--- src/rtl/adsr_vca.sv ---
// Five-state ADSR envelope generator driving a VCA on a signed audio sample.
// The output is registered; env_level and active decode the state and accumulator directly.
module adsr_vca #(
    parameter int unsigned DATA_BITS = 12,
    parameter int unsigned ACC_BITS  = 24
) (
    input  logic                 clk_i,
    input  logic                 rst_i,
    input  logic                 gate_i,
    input  logic [3:0]           attack_i,
    input  logic [3:0]           decay_i,
    input  logic [3:0]           sustain_i,
    input  logic [3:0]           release_i,
    input  logic [DATA_BITS-1:0] in_i,
    output logic [DATA_BITS-1:0] out_o,
    output logic [7:0]           env_level_o,
    output logic                 active_o
);

    localparam logic [2:0] StIdle    = 3'd0;
    localparam logic [2:0] StAttack  = 3'd1;
    localparam logic [2:0] StDecay   = 3'd2;
    localparam logic [2:0] StSustain = 3'd3;
    localparam logic [2:0] StRelease = 3'd4;

    localparam logic [ACC_BITS-1:0] AccFull = '1;

    function automatic logic [ACC_BITS-1:0] rate_inc(input logic [3:0] r);
        logic [ACC_BITS-1:0] one;
        one = {{(ACC_BITS-1){1'b0}}, 1'b1};
        return one << (ACC_BITS - 9 - 32'(r));
    endfunction

    logic [2:0]           state_q, state_d;
    logic [ACC_BITS-1:0]  acc_q, acc_d;
    logic                 gate_q;
    logic                 armed_q;
    logic [DATA_BITS-1:0] out_q, out_d;

    logic [ACC_BITS-1:0]  inc_attack, inc_decay, inc_release;
    logic [ACC_BITS-1:0]  tgt;
    logic [ACC_BITS:0]    att_sum, dec_diff;
    logic                 rise, fall;

    assign inc_attack  = rate_inc(attack_i);
    assign inc_decay   = rate_inc(decay_i);
    assign inc_release = rate_inc(release_i);
    assign tgt         = {sustain_i, sustain_i, {(ACC_BITS-8){1'b0}}};

    // One extra bit keeps the attack overflow and decay underflow compares from wrapping.
    assign att_sum  = {1'b0, acc_q} + {1'b0, inc_attack};
    assign dec_diff = {1'b0, acc_q} - {1'b0, inc_decay};

    // armed_q masks the first edge out of reset so a gate already held high does not trigger.
    assign rise = gate_i & ~gate_q & armed_q;
    assign fall = ~gate_i & ((state_q == StAttack) | (state_q == StDecay) |
                             (state_q == StSustain));

    always_comb begin
        state_d = state_q;
        acc_d   = acc_q;
        if (rise) begin
            state_d = StAttack;
        end else if (fall) begin
            state_d = StRelease;
        end else begin
            case (state_q)
                StIdle: begin
                    acc_d = '0;
                end
                StAttack: begin
                    if (att_sum >= {1'b0, AccFull}) begin
                        acc_d   = AccFull;
                        state_d = StDecay;
                    end else begin
                        acc_d = att_sum[ACC_BITS-1:0];
                    end
                end
                StDecay: begin
                    if ($signed(dec_diff) <= $signed({1'b0, tgt})) begin
                        acc_d   = tgt;
                        state_d = StSustain;
                    end else begin
                        acc_d = dec_diff[ACC_BITS-1:0];
                    end
                end
                StSustain: begin
                    acc_d = tgt;
                end
                StRelease: begin
                    if (acc_q <= inc_release) begin
                        acc_d   = '0;
                        state_d = StIdle;
                    end else begin
                        acc_d = acc_q - inc_release;
                    end
                end
                default: begin
                    acc_d   = '0;
                    state_d = StIdle;
                end
            endcase
        end
    end

    logic [7:0]                  env_level;
    logic [8:0]                  mul_m;
    logic [DATA_BITS+9:0]        in_ext;
    logic [DATA_BITS+9:0]        m_ext;
    logic signed [DATA_BITS+9:0] prod;
    logic                        unused_prod;

    assign env_level = acc_q[ACC_BITS-1 -: 8];
    // Full level maps to 256 so the VCA reaches exact unity gain.
    assign mul_m     = (env_level == 8'hFF) ? 9'd256 : {1'b0, env_level};
    assign in_ext    = {{10{in_i[DATA_BITS-1]}}, in_i};
    assign m_ext     = {{(DATA_BITS+1){1'b0}}, mul_m};
    assign prod      = $signed(in_ext) * $signed(m_ext);
    assign out_d     = prod[DATA_BITS+7:8];
    assign unused_prod = ^{prod[DATA_BITS+9:DATA_BITS+8], prod[7:0]};

    always_ff @(posedge clk_i or posedge rst_i) begin
        if (rst_i) begin
            state_q <= StIdle;
            acc_q   <= '0;
            gate_q  <= 1'b0;
            armed_q <= 1'b0;
            out_q   <= '0;
        end else begin
            state_q <= state_d;
            acc_q   <= acc_d;
            gate_q  <= gate_i;
            armed_q <= 1'b1;
            out_q   <= out_d;
        end
    end

    assign out_o       = out_q;
    assign env_level_o = env_level;
    assign active_o    = (state_q != StIdle);

endmodule

--- config.mk ---
export PLATFORM = sky130hd
export DESIGN_NAME = adsr_vca
export DESIGN_NICKNAME = d
export VERILOG_FILES = /design/src/rtl/adsr_vca.sv
export SDC_FILE = /design/constraint.sdc
export NUM_CORES = 1
export LEC_CHECK = 0
export CAP_MARGIN = 5
export CORE_UTILIZATION = 44
export DETAILED_ROUTE_END_ITERATION = 12
export GPL_TIMING_DRIVEN = 0
export PLACE_DENSITY = 0.66
export SYNTH_ARGS = -nofsm -noshare
export SYNTH_HDL_FRONTEND = slang
export SYNTH_SLANG_ARGS = --single-unit
--- constraint.sdc ---
create_clock -name clk_i -period 7.88 [get_ports clk_i]
set_input_delay 1.182 -clock clk_i [delete_from_list [all_inputs] [get_ports clk_i]]
set_output_delay 1.182 -clock clk_i [all_outputs]
set_load 0.005 [all_outputs]
After elaboration in Yosys (flattened, before gate mapping)

Index checks and enable logic that the tools add are counted.

Bits in registers: 41
Bits of input ports: 31
Output and inout bits: 21
Word-level logic and storage cells: 52

$add $sub $neg: 6
Multiply operators: 1
$lt $le $gt $ge: 3
Eq/ne operators: 9
Shifts and indexed selects: 3
Multiplexer cells: 11
Bitwise gates (word level): 9
Reductions and logical operators: 5

Operator list:

| cell                                                  | number |
|---|---|
| case mux 24 bit (4 select lines)                      | 1 |
| << shifter 1 x 32 -> 24 bit, first input constant     | 3 |
| 2-to-1 mux 24 bit                                     | 3 |
| adder 24 x 24 -> 25 bit                               | 1 |
| >= comparator 25 x 24 -> 1 bit, second input constant | 1 |
| <= comparator 25 bit                                  | 1 |
| subtractor 24 x 24 -> 25 bit                          | 1 |
| <= comparator 24 bit                                  | 1 |
| subtractor 24 bit                                     | 1 |
| multiplier 12 x 10 -> 20 bit                          | 1 |
| 2-to-1 mux 3 bit                                      | 5 |
| subtractor 4 x 4 -> 5 bit, first input constant       | 3 |
| case mux 3 bit (4 select lines)                       | 1 |
| 2-to-1 mux 9 bit                                      | 1 |
| == test 8 bit, second input constant                  | 1 |
| != test 4 x 3 -> 1 bit, second input constant         | 2 |
| == test 3 x 2 -> 1 bit, second input constant         | 2 |
| != test 4 bit, second input constant                  | 1 |
| NOT 1 bit                                             | 4 |
| AND reduction 4 bit                                   | 1 |
| bitwise AND 1 bit                                     | 3 |
| == test 3 x 1 -> 1 bit, second input constant         | 1 |
| == test 3 bit, second input constant                  | 1 |
| zero test 3 bit                                       | 1 |
| other kinds (5)                                       | 6 |

Logic depth before layout (Yosys ltp)

Word-level depth: 8
Mapped depth: 26
Depth with buffers taken out: 24

Worst setup path before layout

Ideal clock, no wire load.

Kind: register -> register
From: register acc_q[21]
To: register out_q[11], in the netlist out_o[11]
Library setup time: 80 ps
Arrival time: 5920 ps
Required time: 7800 ps
Path slack: 1880 ps
Stages on the path, launching flop included: 24
Buffers on the path: 3
Period minus slack after synthesis: 6000 ps
Path through: dfrtp_1 > clkbuf_1 > nand4_1 > or2_2 > clkbuf_1 > clkbuf_1 > and3_1 > fa_1 > inv_1 > fa_1 > inv_1 > fa_1 > fa_1 > inv_1 > fa_1 > inv_1 > ha_1 > a21o_1 > a21o_1 > a21oi_1 > a21boi_0 > o21a_1 > nor2_1 > xnor2_1

Word-level cells in the longest chain between the ends: 3

RTL lines:

| element                        | line | source |
|---|---|---|
| start: declaration             | 35   | `logic [ACC_BITS-1:0] acc_q, acc_d;` |
| start signal: assignment       | 125  | `acc_q <= '0;` |
| start signal: assignment       | 131  | `acc_q <= acc_d;` |
| == test 8 bit                  | 115  | `assign mul_m = (env_level == 8'hFF) ? 9'd256 : {1'b0, env_level};` |
| 2-to-1 mux 9 bit *             | 115  |  |
| multiplier 12 x 10 -> 20 bit * | 118  | `assign prod = $signed(in_ext) * $signed(m_ext);` |
| net prod[19]                   | 110  | `logic signed [DATA_BITS+9:0] prod;` |
| end signal: assignment         | 134  | `out_q <= out_d;` |
| end: declaration               | 38   | `logic [DATA_BITS-1:0] out_q, out_d;` |

Mark *: on every way through the listed nets, which the timed path passes. The rest lies on a longest branch.
A chain may end at the register's enable or synchronous reset.

Worst setup path after layout

From: register acc_q[19]
To: register out_q[11], in the netlist out_o[11]

Same word-level chain as after synthesis.

==> summary.md <==
| Metric | Value |
|---|---|
| Outcome | completed |
| Die W | 147 microns |
| Clock root buffer | clkbuf_16 |
| Worst-path maximum fanout | 10 |
| Initial antenna violation count | 0 |
| Worst slew margin | 0.264 |
| Power per cell area | 375 mW/mm^2 |
| Arr. time, crit path | 7.42 ns |
| Synth Register Bits | 41 |
| EDFF count, synth | 0 |
| Via/cell ratio | 5.81 |
| Clock sink count | 41 |
| Core Region | 0.0204 sq mm |
| Gr usage total | 0.262 |
| Yosys top cell area share | 0.193 |
| CTS hold repair buffers | 0 |
| Top cells by area, synth | fa_1 19%, ha_1 13%, dfrtp_1 11%, inv_1 5.2%, nand2_1 4.7% |
| Seq/Total Area, Yosys | 0.111 |
| Crit path largest cell delay | 0.56 ns |
| Max cap viols | 0 |
| Post-synth cell types | 71 |
| I/O Buffers | 49 |
| Post-route clock skew | 0.0107 ns |
| Cts repair resizes | 0 |
| Cell family with most CP delay | adder cells |
| Dpl hpwl | 22,400 microns |
| RD Place Congestion | 0.945 |
| Setup bufs post-CTS | 0 |
| Hold Crit Depth | 2 |
| TritonCTS Buffers | 5 |
| Max-slew violation count | 0 |
| Worst-Skew Late Latency | 0.31 ns |
| Fraction of registers with async set/reset | 1.00 |
| Crit Path Class | flop to flop |
| Ys Warns | 0 |
| 1st-pass router iterations | 6 |
| CTS tree | built |
| Mean post-synth cell area | 7.93 sq um |
| Place WS | 0.501 ns |
| Top_reg_cell synth | dfrtp_1 |
| Final setup margin | 0.661 ns |
| Top Ports | 52 |
| R2r setup slk | 0.66 ns |
| Total gr overflow | 0 |
| Post-layout min period | 7.22 ns |
| Crit path launch type | flop |
| Period utilization | 0.916 |
| Detailed Route WL | 27,500 microns |
| Clock buffer depth | 2 |
| Synth area leader | fa_1 |
| Clock transition at path regs | 0.08 ns |
| Buf+Inv Stages, Crit Path | 7 |
| CP Data Required Time | 8.08 ns |
| Mapped Cells | 1,166 |
| Post-Synthesis Net Count | 1,384 |
| Drt wl/cell | 18.4 microns |
| Most frequent cell after synthesis | inv_1 |
| Worst hold slack | 0.613 ns |
| Post-Syn Area | 0.00925 sq mm |
| Htree depth | 2 |
| Layout cells sized above 1 | 0.0343 |
| Worst vdd rail ir drop | 0.172 mV |
| Final ANT Viol Nets | 0 |
| Critical path cell sequence | clkbuf_1 > and2_1 > clkbuf_1 > nand2_1 > fa_1 > inv_1 > fa_1 > inv_1 > fa_1 > inv_1 > fa_1 > inv_1 > fa_1 > inv_1 > ha_1 > nand2_1 > a211o_1 > a31o_2 > o21ai_0 > nand4_1 > a21boi_0 > o21a_1 > nor2_1 > xnor2_1 |
| Critical Path Stages | 24 |
| Critical-path top delay cell | clkbuf_1 |
| Leakage | 5.07 nW |
| Pin count of the biggest net entering global routing | 36 |
| TNS Setup | 0 ns |
| Initial DRC count | 759 |
| First-pass GRT wire length | 44,300 microns |
| Setup violators final | 0 |
| Final #Nets | 1,441 |
| Die H | 147 microns |
| R2R depth | 24 |
| Critical Path End Type | flop |
| Area growth, synth to finish | 11.1% |
| Min-delay worst type | flop to flop |
| Site row count | 52 |
| RSZ-0062 raised after global routing | false |
| Die area | 0.0216 sq mm |
| Design Power | 3.85 mW |
| N_diodes | 0 |
| Worst-Margin Slew | 1.10 ns |
| Top cells by count, synth | 128 x inv_1, 116 x nand2_1, 98 x ha_1, 89 x fa_1, 84 x nor2_1 |
| Vias in the first global route | 8,371 |
| Via count of the routed design | 8,675 |
| Max Fclk | 139 MHz |
| Drt drc | 0 |
| Initial Util | 0.453 |
| Final hold vios | 0 |
[final cells by class]
class | count | area [sq um]
clock buffers | 6 | 139
well taps | 270 | 338
clock inverters | 2 | 37.5
inverters | 128 | 480
multi-input cells | 952 | 7530
flip-flops and latches | 41 | 1030
fillers | 2002 | 10200
repair buffers | 50 | 510
plain buffers | 45 | 209
[metal layers]
metal	share of wire	up-vias	routed length (microns)	track usage
met5	0	-	0	0
met4	0.013	0	371	0.0526
met3	0.069	27	1910	0.0354
met2	0.44	298	12100	0.400
met1	0.48	4201	13100	0.395
li1	-	4149	-	-
[worst min-delay path, cell delays in order (launching register included)]
cell      delay, ns
dfrtp_1        0.38
a22oi_1        0.10
o211ai_1       0.09
[cells by family (layout without fill, tap and decap cells)]
family	Yosys count	count (layout)	synth area share
simple gates	445	445	0.243
compound gates	248	248	0.178
fa+ha+maj	187	187	0.325
buf+inv	173	231	0.0746
xor+xnor	67	67	0.0635
flops	41	41	0.111
mux	4	4	0.00447
other cells	1	1	0.000406
[power by group]
group | switching [mW] | internal (mW)
Combinational | 1.91 | 1.31
Sequential | 0.0919 | 0.273
Clock | 0.109 | 0.159
[sequential cells by signal, indices dropped and copies added (netlist names)]
name / flops
acc_q: 24
gate_q: 1
armed_q: 1
out_o: 12
state_q: 3
[cells in the final DEF (no fill, tap or decap), types with 12 or more instances in the layout]
master           count
nor2_1              84
clkdlybuf4s50_1     49
or3_1               12
xor2_1              24
ha_1                98
nor3_1              27
nor2b_1             23
and3_1              51
nand3_1             43
inv_1              127
o21ai_0             54
fa_1                89
xnor2_1             43
a21o_1              23
nand2b_1            15
nand2_1            116
dfrtp_1             41
a21oi_1             64
and2_1              22
clkbuf_1            31
[stage by stage]
step | utilization | area [sq um] | instances
after floorplan | - | 9250 | 1166
after global placement | 0.493 | 10100 | 1485
after detailed placement | 0.494 | 10100 | 1486
after CTS | 0.503 | 10300 | 1494
after global routing | 0.503 | 10300 | 1494
final | 0.503 | 10300 | 1494
[final timing paths]
kind	from	to
setup / recovery	acc_q[19]	out_o[11]
hold / removal	acc_q[0]	acc_q[0]
min in group asynchronous	rst_i	out_o[11]
max in group asynchronous	rst_i	acc_q[3]
setup reg to reg	acc_q[19]	out_o[11]
hold reg to reg	acc_q[0]	acc_q[0]
(Power assumes the default switching activity.)
==> RTL edit, RTL diff (same flow settings) <==
Put a register stage on the output `env_level_o`, without a reset. The value now appears one clock later. The other outputs are not delayed to match.
--- a/src/rtl/adsr_vca.sv
+++ b/src/rtl/adsr_vca.sv
@@ -136,7 +136,9 @@
     end
 
     assign out_o       = out_q;
-    assign env_level_o = env_level;
+    always_ff @(posedge clk_i) begin
+        env_level_o <= env_level;
+    end
     assign active_o    = (state_q != StIdle);
 
 endmodule
Function: changed (Yosys sat finds a counterexample within 10 cycles, from zero or initial values and one cycle with rst_i high).
==> RTL edit against the unedited design <==
- wire length down 1.8%
- global-route usage down 0.63 points
- worst setup slack worse by 53 ps
- count of clock-buffer cells in the layout unchanged
- via count down 0.40%
- hold slack worse by 250 ps
- synthesized area up 2.8%
- clock skew up 7.2 ps
- sequential cell count up 8
- first-iteration DRC count up 0.66%
- non-clock buffer count down 3
- design area up 2.7%
- largest cell class unchanged
- highest routed layer unchanged
Power is not compared: it rests on default switching activity, and its combinational part moved more than twofold at a synthesized area within 25%.
==> RTL edit: results (changes against the unedited design) <==
[yosys]
post_synth_inst_count=1176  ; was 1166
synthAdderAreaFrac=0.317  ; was 0.325
seq_total_area_yosys=0.125  ; was 0.111
yosys.area_share.xor_xnor=0.0590  ; was 0.0635
synth.top_cells.by_area=sky130_fd_sc_hd__fa_1 19%, sky130_fd_sc_hd__ha_1 13%, sky130_fd_sc_hd__dfrtp_1 11%, sky130_fd_sc_hd__inv_1 5.5%, sky130_fd_sc_hd__nand2_1 5.1%  ; was sky130_fd_sc_hd__fa_1 19%, sky130_fd_sc_hd__ha_1 13%, sky130_fd_sc_hd__dfrtp_1 11%, sky130_fd_sc_hd__inv_1 5.2%, sky130_fd_sc_hd__nand2_1 4.7%
mappedNetlistNets=1394  ; was 1384
synth_compound_area_frac=0.199  ; was 0.178
post_synth_num_cell_types=84  ; was 71
synth_commonest_cells=139 x sky130_fd_sc_hd__inv_1, 129 x sky130_fd_sc_hd__nand2_1, 98 x sky130_fd_sc_hd__ha_1, 89 x sky130_fd_sc_hd__fa_1, 76 x sky130_fd_sc_hd__nor2_1  ; was 128 x sky130_fd_sc_hd__inv_1, 116 x sky130_fd_sc_hd__nand2_1, 98 x sky130_fd_sc_hd__ha_1, 89 x sky130_fd_sc_hd__fa_1, 84 x sky130_fd_sc_hd__nor2_1

[cells_and_area]
final_nets=1451  ; was 1441
layout-area-overhead-vs-synth_pct=11.0  ; was 11.1%
layout-drive-gt1-share=0.0413  ; was 0.0343
finish.cell_count_without_fillers=1509  ; was 1494

[global_routing]
grt_first_pass_wirelength_um=44300  ; about the same
global_route.usage.met2=0.385  ; was 0.400
grt_util_met1=0.387  ; was 0.395
grtUsageTotal=0.256  ; was 0.262
use_met3=0.0312  ; was 0.0354

[timing]
timing.slew.headroom=0.314  ; was 0.264
fin_ws_ps=608  ; was 661 ps
fin_worst_skew_ps=17.9  ; was 10.7 ps

[critical_path]
timing.critical_path.arrival_ps=7460  ; was 7420 ps
crit_path_top_delay_cell=sky130_fd_sc_hd__fa_1  ; was sky130_fd_sc_hd__clkbuf_1

[place]
globalplace.congestion=0.948  ; was 0.945
placement.cell_area_mm2=0.0104  ; was 0.0101 mm2
dp_worst_setup_slack_ps=104  ; was 501 ps

[drt]
routed_wire_length_per_instance_um=17.9  ; was 18.4 um
via_per_inst=5.73  ; was 5.81
drt-met1-wl_um=13200  ; was 13100 um
detailroute.wirelength.met3_um=1560  ; was 1910 um
length_of_routed_met2_wiring_um=11800  ; was 12100 um

[worst_hold_path]
whs_path_depth=0  ; was 2

[status]
run_status=completed  ; unchanged

==> RTL edit: cells by family (layout without fill, tap and decap cells) <==
group,count (synthesis),in the layout
and+or+nand+nor,415,415
muxes,5,5
AOI/OAI and AO/OA,274,274
adders and majority gates,187,187
xor gates and xnor gates,64,64
other,1,1
DFF,49,49
buffers and inverters,181,239
==> RTL edit: through the flow <==
step                      utilization  hold slack, ps
after CTS                       0.499             367
after detailed placement        0.491             351
final                           0.500             364
after global placement          0.490             348
after global routing            0.500             376
after floorplan                     -             342
==> RTL edit: area by class of cell <==
class,count,area (um2)
multi-input cells,946,7600
flip-flops and latches,49,1190
fillers,2091,10500
clock inverters,2,37.5
plain buffers,42,199
inverters,139,522
repair buffers,50,510
clock buffers,6,139
well taps,275,344
==> RTL edit: timing repair <==
action | CTS | global route
resized for setup | 0 | 3
setup endpoints to repair | 0 | 3
setup buffers | 0 | 0
